--- src/rtl/adder_pkg.sv ---
// Shared definitions for the pipelined adder/subtractor: opcode encodings and
// the parameter sanity rule used at elaboration time.
package adder_pkg;

  localparam logic OP_ADD = 1'b0;
  localparam logic OP_SUB = 1'b1;

  // WIDTH must split into whole CHUNK-bit slices, at least one of them.
  function automatic bit chunking_ok(input int width, input int chunk);
    return (chunk > 0) && (width >= chunk) && ((width % chunk) == 0);
  endfunction

endpackage

--- src/rtl/adder_chunk.sv ---
// Combinational CHUNK-bit ripple-carry slice. c_msb is the carry entering the
// slice's top bit, which the most significant slice needs for signed overflow.
module adder_chunk #(
  parameter int CHUNK = 8
) (
  input  logic [CHUNK-1:0] a,
  input  logic [CHUNK-1:0] b,
  input  logic             ci,
  output logic [CHUNK-1:0] s,
  output logic             co,
  output logic             c_msb
);

  logic [CHUNK:0] c_s;

  // ripple carry chain across the slice
  always_comb begin
    c_s    = '0;
    s      = '0;
    c_s[0] = ci;
    for (int i = 0; i < CHUNK; i++) begin
      s[i]       = a[i] ^ b[i] ^ c_s[i];
      c_s[i + 1] = (a[i] & b[i]) | (c_s[i] & (a[i] ^ b[i]));
    end
  end

  assign co    = c_s[CHUNK];
  assign c_msb = c_s[CHUNK-1];

endmodule

--- src/rtl/adder_pipe.sv ---
// Pipelined WIDTH-bit adder/subtractor: one CHUNK-bit slice per stage with
// operand skew, sum de-skew, a valid chain and a whole-pipeline stall.
module adder_pipe
  import adder_pkg::*;
#(
  parameter int WIDTH = 32,
  parameter int CHUNK = 8
) (
  input  logic             clk,
  input  logic             rst,
  input  logic             in_valid,
  output logic             in_ready,
  input  logic [WIDTH-1:0] A,
  input  logic [WIDTH-1:0] B,
  input  logic             cin,
  input  logic             op,
  output logic             out_valid,
  input  logic             out_ready,
  output logic [WIDTH-1:0] Sum,
  output logic             cout,
  output logic             overflow
);

  localparam int NSTAGE = WIDTH / CHUNK;

  if (!chunking_ok(WIDTH, CHUNK)) begin : g_bad_cfg
    $error("adder_pipe: WIDTH must be a non-zero multiple of CHUNK");
  end

  logic              advance_s;
  logic [WIDTH-1:0]  b_eff_s;
  logic              cin_eff_s;
  logic [NSTAGE:0]   valid_r;
  logic [NSTAGE:0]   carry_r;
  logic [NSTAGE-1:0] co_s;
  logic              msb_top_s;
  logic              ovf_r;

  // Subtraction is folded into the operands here so no op bit travels down the pipe.
  assign b_eff_s   = (op == OP_SUB) ? ~B : B;
  assign cin_eff_s = (op == OP_SUB) ? ~cin : cin;

  assign advance_s = !valid_r[NSTAGE] || out_ready;
  assign in_ready  = advance_s;
  assign out_valid = valid_r[NSTAGE];
  assign cout      = carry_r[NSTAGE];
  assign overflow  = ovf_r;

  // valid chain, inter-stage carries and the overflow flag of the top slice
  always_ff @(posedge clk or posedge rst) begin
    if (rst) begin
      valid_r <= '0;
      carry_r <= '0;
      ovf_r   <= 1'b0;
    end else if (advance_s) begin
      valid_r <= {valid_r[NSTAGE-1:0], in_valid};
      carry_r <= {co_s, cin_eff_s};
      ovf_r   <= msb_top_s ^ co_s[NSTAGE-1];
    end
  end

  for (genvar j = 0; j < NSTAGE; j++) begin : g_slice
    // a_sk/b_sk[0] is the entry register; slice j consumes its operands j edges later.
    logic [CHUNK-1:0] a_sk [0:j];
    logic [CHUNK-1:0] b_sk [0:j];
    logic [CHUNK-1:0] s_dk [j+1:NSTAGE];
    logic [CHUNK-1:0] s_s;

    if (j == NSTAGE - 1) begin : g_top
      adder_chunk #(.CHUNK(CHUNK)) u_chunk (
        .a     (a_sk[j]),
        .b     (b_sk[j]),
        .ci    (carry_r[j]),
        .s     (s_s),
        .co    (co_s[j]),
        .c_msb (msb_top_s)
      );
    end else begin : g_low
      logic unused_msb_s;
      adder_chunk #(.CHUNK(CHUNK)) u_chunk (
        .a     (a_sk[j]),
        .b     (b_sk[j]),
        .ci    (carry_r[j]),
        .s     (s_s),
        .co    (co_s[j]),
        .c_msb (unused_msb_s)
      );
    end

    // operand skew ahead of the slice, sum de-skew behind it
    always_ff @(posedge clk or posedge rst) begin
      if (rst) begin
        for (int k = 0; k <= j; k++) begin
          a_sk[k] <= '0;
          b_sk[k] <= '0;
        end
        for (int k = j + 1; k <= NSTAGE; k++) begin
          s_dk[k] <= '0;
        end
      end else if (advance_s) begin
        a_sk[0] <= A[j*CHUNK +: CHUNK];
        b_sk[0] <= b_eff_s[j*CHUNK +: CHUNK];
        for (int k = 1; k <= j; k++) begin
          a_sk[k] <= a_sk[k-1];
          b_sk[k] <= b_sk[k-1];
        end
        s_dk[j+1] <= s_s;
        for (int k = j + 2; k <= NSTAGE; k++) begin
          s_dk[k] <= s_dk[k-1];
        end
      end
    end

    assign Sum[j*CHUNK +: CHUNK] = s_dk[NSTAGE];
  end

endmodule

--- config.mk ---
export PLATFORM = sky130hd
export DESIGN_NAME = adder_pipe
export DESIGN_NICKNAME = d
export VERILOG_FILES = /design/src/rtl/adder_pkg.sv /design/src/rtl/adder_chunk.sv /design/src/rtl/adder_pipe.sv
export SDC_FILE = /design/constraint.sdc
export NUM_CORES = 1
export LEC_CHECK = 0
export BUFFER_PORTS_ARGS = -buffer_cell sky130_fd_sc_hd__clkbuf_2
export CAP_MARGIN = 20
export CELL_PAD_IN_SITES_DETAIL_PLACEMENT = 0
export CELL_PAD_IN_SITES_GLOBAL_PLACEMENT = 1
export CORE_UTILIZATION = 40
export DETAILED_ROUTE_END_ITERATION = 10
export GPL_TIMING_DRIVEN = 1
export PLACE_DENSITY = 0.72
export SYNTH_ARGS = -nofsm -noshare
export SYNTH_HDL_FRONTEND = slang
export SYNTH_HIERARCHICAL = 1
export SYNTH_SLANG_ARGS = --single-unit
--- constraint.sdc ---
create_clock -name clk -period 10.33 [get_ports clk]
set_input_delay 1.033 -clock clk [delete_from_list [all_inputs] [get_ports clk]]
set_output_delay 1.033 -clock clk [all_outputs]
set_load 0.02 [all_outputs]
==> reports/results.txt <==
The first-pass GRT wire length was 29100 um. The worst hold path terminates at valid_r[4]. The leakage power figure was 6.277 nW. The cell type with the highest occurrence count on the critical path was sky130_fd_sc_hd__fa_1. The count of antenna-violating nets left after detailed routing is 0, and the total I/O pin count is 106. The worst register-to-register path begins at g_slice[3].a_sk[0]. The sort of element at the start of the critical path was a flip-flop. The critical register-to-register path endpoint was overflow. The number of I/O port buffers is 105.

Vias per cell: 4.477. Depth of the most critical reg-to-reg path: 14. For this configuration, the core starts out at a cell density of 40.74%. The portion of the post-synthesis area used by sequential elements is 55.35%. The area growth from synthesis to final layout was 12.99%. The depth of the worst hold-timing path is 1, and the overall die height is 170.4 um. The total area inside the core boundary comes to 27860 um2. The tools report the register-to-register setup slack as 6.50 ns.

The tools report the nature of the critical path endpoint as a flip-flop. Critical-path cell with the highest stage delay: sky130_fd_sc_hd__fa_1. Buffers added to address setup during post-CTS repair amount to 0.

Sequential cells account for 40.6% of the total power. The number of warnings issued by yosys is 6, and the maximum fanout encountered on the critical timing path is 2. The number of H-tree levels was 1. Summed over all nets, the switching power comes to 0.001234 W. Leaving out fill and tap cells, the most frequent cell in the layout is sky130_fd_sc_hd__dfrtp_1. For the number of clock sinks, the log shows 251.

Global routing used 12.59% of the available tracks across all layers. The filler cells instantiated in the layout total 2449. Timing would allow up to 0.2611 GHz. On the worst path, the slowest cell contributes a delay of 0.41 ns. The core occupancy in the finished layout is 46.03%.

Cells with a size suffix above 1 make up 52.86% of the layout. The initial antenna violation count was 1. The synthesized netlist occupies a cell area of 11350 um2.

Setup repair after global routing left no endpoint under its margin. The length of the first detailed-routing pass in iterations came out at 4. The run gives 141 as the pin count of the biggest net entering global routing.

From left edge to right edge, the die measures 170.4 um. The synthesized netlist cell count was 666. The CTS buffer count is 28, and the relative slew slack is 28.26%. Cell internal power was estimated by the tool at 0.002991 W.

The run gives 0 as the count of hold buffers inserted by post-cts repair. In the final timing run, aggregate negative setup slack is 0 ns. The number of max-slew violations in the final report was 0. The minimum clock period works out to 3.830 ns.

Yosys mapped the design onto 11 distinct sky130hd cell types. In this run the power density over the cells is 329.5 nW/um2. TritonCTS built the clock tree.

The tools report the proportion of power drawn by combinational gates as 37.0%. The total via count in the routed design is 5131, and the post-CTS clock slew at the launch and capture registers of the worst setup and hold paths is 0.06 ns. Class of the most critical setup path: flip-flop to flip-flop. After global routing the overflow that remains totals 0. The tools report the number of setup violations in the final report as 0. The synthesized area per cell is 17.04 um2, and the clock network fraction of total power is 22.4%.

The portion of the clock cycle consumed by the worst path in the final layout was 37.08%. After detailed routing, the average wire length per cell comes to 15.03 um. The tools report the start point of the worst hold path as valid_r[3].

Half-perimeter wire length after placement: 10740 um. The logs give 0.01220 ns for the setup clock skew after layout and 0 for the count of final hold-check violations. Clock latency on the worst-skew pair, taken at its later pin, is 0.53 ns. The final RePlAce weighted congestion was 0.7081; the area of the die was 29050 um2. The post-synth net total came out at 768. The top cell types in the final layout, fill and taps aside, are sky130_fd_sc_hd__dfrtp_1 (251), sky130_fd_sc_hd__mux2_4 (178), sky130_fd_sc_hd__clkbuf_2 (105). The run gives 4.24 ns as the data arrival time of the critical path. VDD sags by at most 0.1420 mV. The critical path goes through fa_1 > inv_1 > fa_1 > inv_1 > fa_1 > fa_1 > fa_1 > fa_1 > inv_1 > fa_1 > inv_1 > fa_1 > xor2_1 > mux2_4. The transition time of the tightest slew-check pin works out to 1.076 ns.

The flow ran to the end, and the final reports show no timing, DRC or antenna violations. The run gives 17220 um as the total wire length after detailed routing. The synthesized design contains 251 register bits. The path class of the tightest hold or removal check is flip-flop to flip-flop. The tools report the cell chosen for the clock root as sky130_fd_sc_hd__clkbuf_16. In this run the deepest clock path goes through 3 buffers. After the first detailed-routing iteration, the DRC count stood at 237. At the worst endpoint, the required time is 10.74 ns.

For the via count of the first global-routing pass, the log shows 5465. The repair_antennas step left the layout with diodes totalling 0. The net count of the finished layout is 852. The post-cts repair resize count was 0; the switching power as a share of total power was 29.21%. The run gives 0 as the number of design rule violations left after detail routing. In this run the core area contains 61 standard-cell rows. Across the run, the number of max-cap violations was 0.
-- area by class of cell --
class	instances	area, um2	share of cell area [%]
sequential	251	6281	48.99
multi-input combinational	318	4442	34.64
clock buffer	38	809.5	6.313
timing repair buffer	110	575.6	4.489
tap	378	473.0	3.689
inverter	41	161.4	1.259
clock inverter	10	80.08	0.6245
-- Yosys cell counts --
cell type                  count  area, um2
sky130_fd_sc_hd__dfrtp_1     251       6281
sky130_fd_sc_hd__xor2_1       34      297.8
sky130_fd_sc_hd__fa_1         32      640.6
sky130_fd_sc_hd__mux2_4      178       2673
sky130_fd_sc_hd__nand2b_4      1      13.76
sky130_fd_sc_hd__buf_4        24      180.2
sky130_fd_sc_hd__mux2_2       72      810.8
sky130_fd_sc_hd__buf_6        21      236.5
sky130_fd_sc_hd__nand2b_1      1      6.260
sky130_fd_sc_hd__buf_2        11      55.05
sky130_fd_sc_hd__inv_1        41      153.9
-- worst max-delay path by stage --
stage,from,end,slack (ns),cells after the start
floorplan,rst,Sum[0],2.40,1
global placement,g_slice[3].a_sk[0],overflow,6.49,14
detailed placement,g_slice[3].a_sk[0],overflow,6.46,14
CTS,g_slice[3].a_sk[0],overflow,6.46,14
global route,g_slice[3].a_sk[0],overflow,6.28,14
finish,g_slice[3].a_sk[0],overflow,6.50,14
-- kinds of logic (layout without fill, tap and decap cells) --
kind of cell | count (synthesis) | in the layout | synth area share, %
DFF | 251 | 251 | 55.35
muxes | 250 | 250 | 30.69
buffers and inverters | 97 | 199 | 5.513
xor gates and xnor gates | 34 | 34 | 2.624
adders and majority gates | 32 | 32 | 5.645
and+or+nand+nor | 2 | 2 | 0.1764
-- per-layer routing --
| layer | wire, um | up-vias | global-route usage, % | share of wire, % |
|---|---|---|---|---|
| li1 | - | 2391 | - | - |
| met1 | 8477 | 2619 | 18.37 | 49 |
| met2 | 7589 | 87 | 18.66 | 44 |
| met3 | 730 | 32 | 2.721 | 4.2 |
| met4 | 409 | 2 | 3.878 | 2.4 |
| met5 | 12 | - | 0 | 0.070 |
-- critical path, delay by kind of cell (launching register included) --
kind / cells / cell delay (ns)
muxes: 1 / 0.25
adders and majority gates: 8 / 2.63
buffers and inverters: 4 / 0.25
DFF: 1 / 0.40
xor gates and xnor gates: 1 / 0.18
-- per-stage QoR --
stage / cell area (um2) / setup slack (ns) / total power (W) / cells / hold slack, ns
final: 12820 / 6.500 / 0.004225 / 1146 / 0.4729
after global routing: 12820 / 6.285 / 0.004546 / 1146 / 0.5147
after CTS: 12820 / 6.455 / 0.004318 / 1146 / 0.4755
after detailed placement: 11930 / 6.456 / 0.003341 / 1098 / 0.4579
after global placement: 11930 / 6.486 / 0.003291 / 1098 / 0.4534
after floorplan: 11350 / 2.397 / 0.003061 / 666 / 0.4349
-- sequential cells by signal (all words and copies together) (netlist names) --
| register | cells |
|---|---|
| Sum | 24 |
| g_slice.s_dk | 56 |
| overflow | 1 |
| g_slice.a_sk | 80 |
| g_slice.b_sk | 80 |
| carry_r | 5 |
| valid_r | 5 |
-- power groups by stage --
stage,logic [W],clock network [W],registers [W]
after floorplan,0.00139,0,0.00167
after global placement,0.00156,0,0.00173
after detailed placement,0.00160,0,0.00174
after CTS,0.00161,0.000986,0.00173
after global routing,0.00174,0.00103,0.00178
final,0.00156,0.000947,0.00171
No activity file was read; power rests on OpenSTA's default activity.
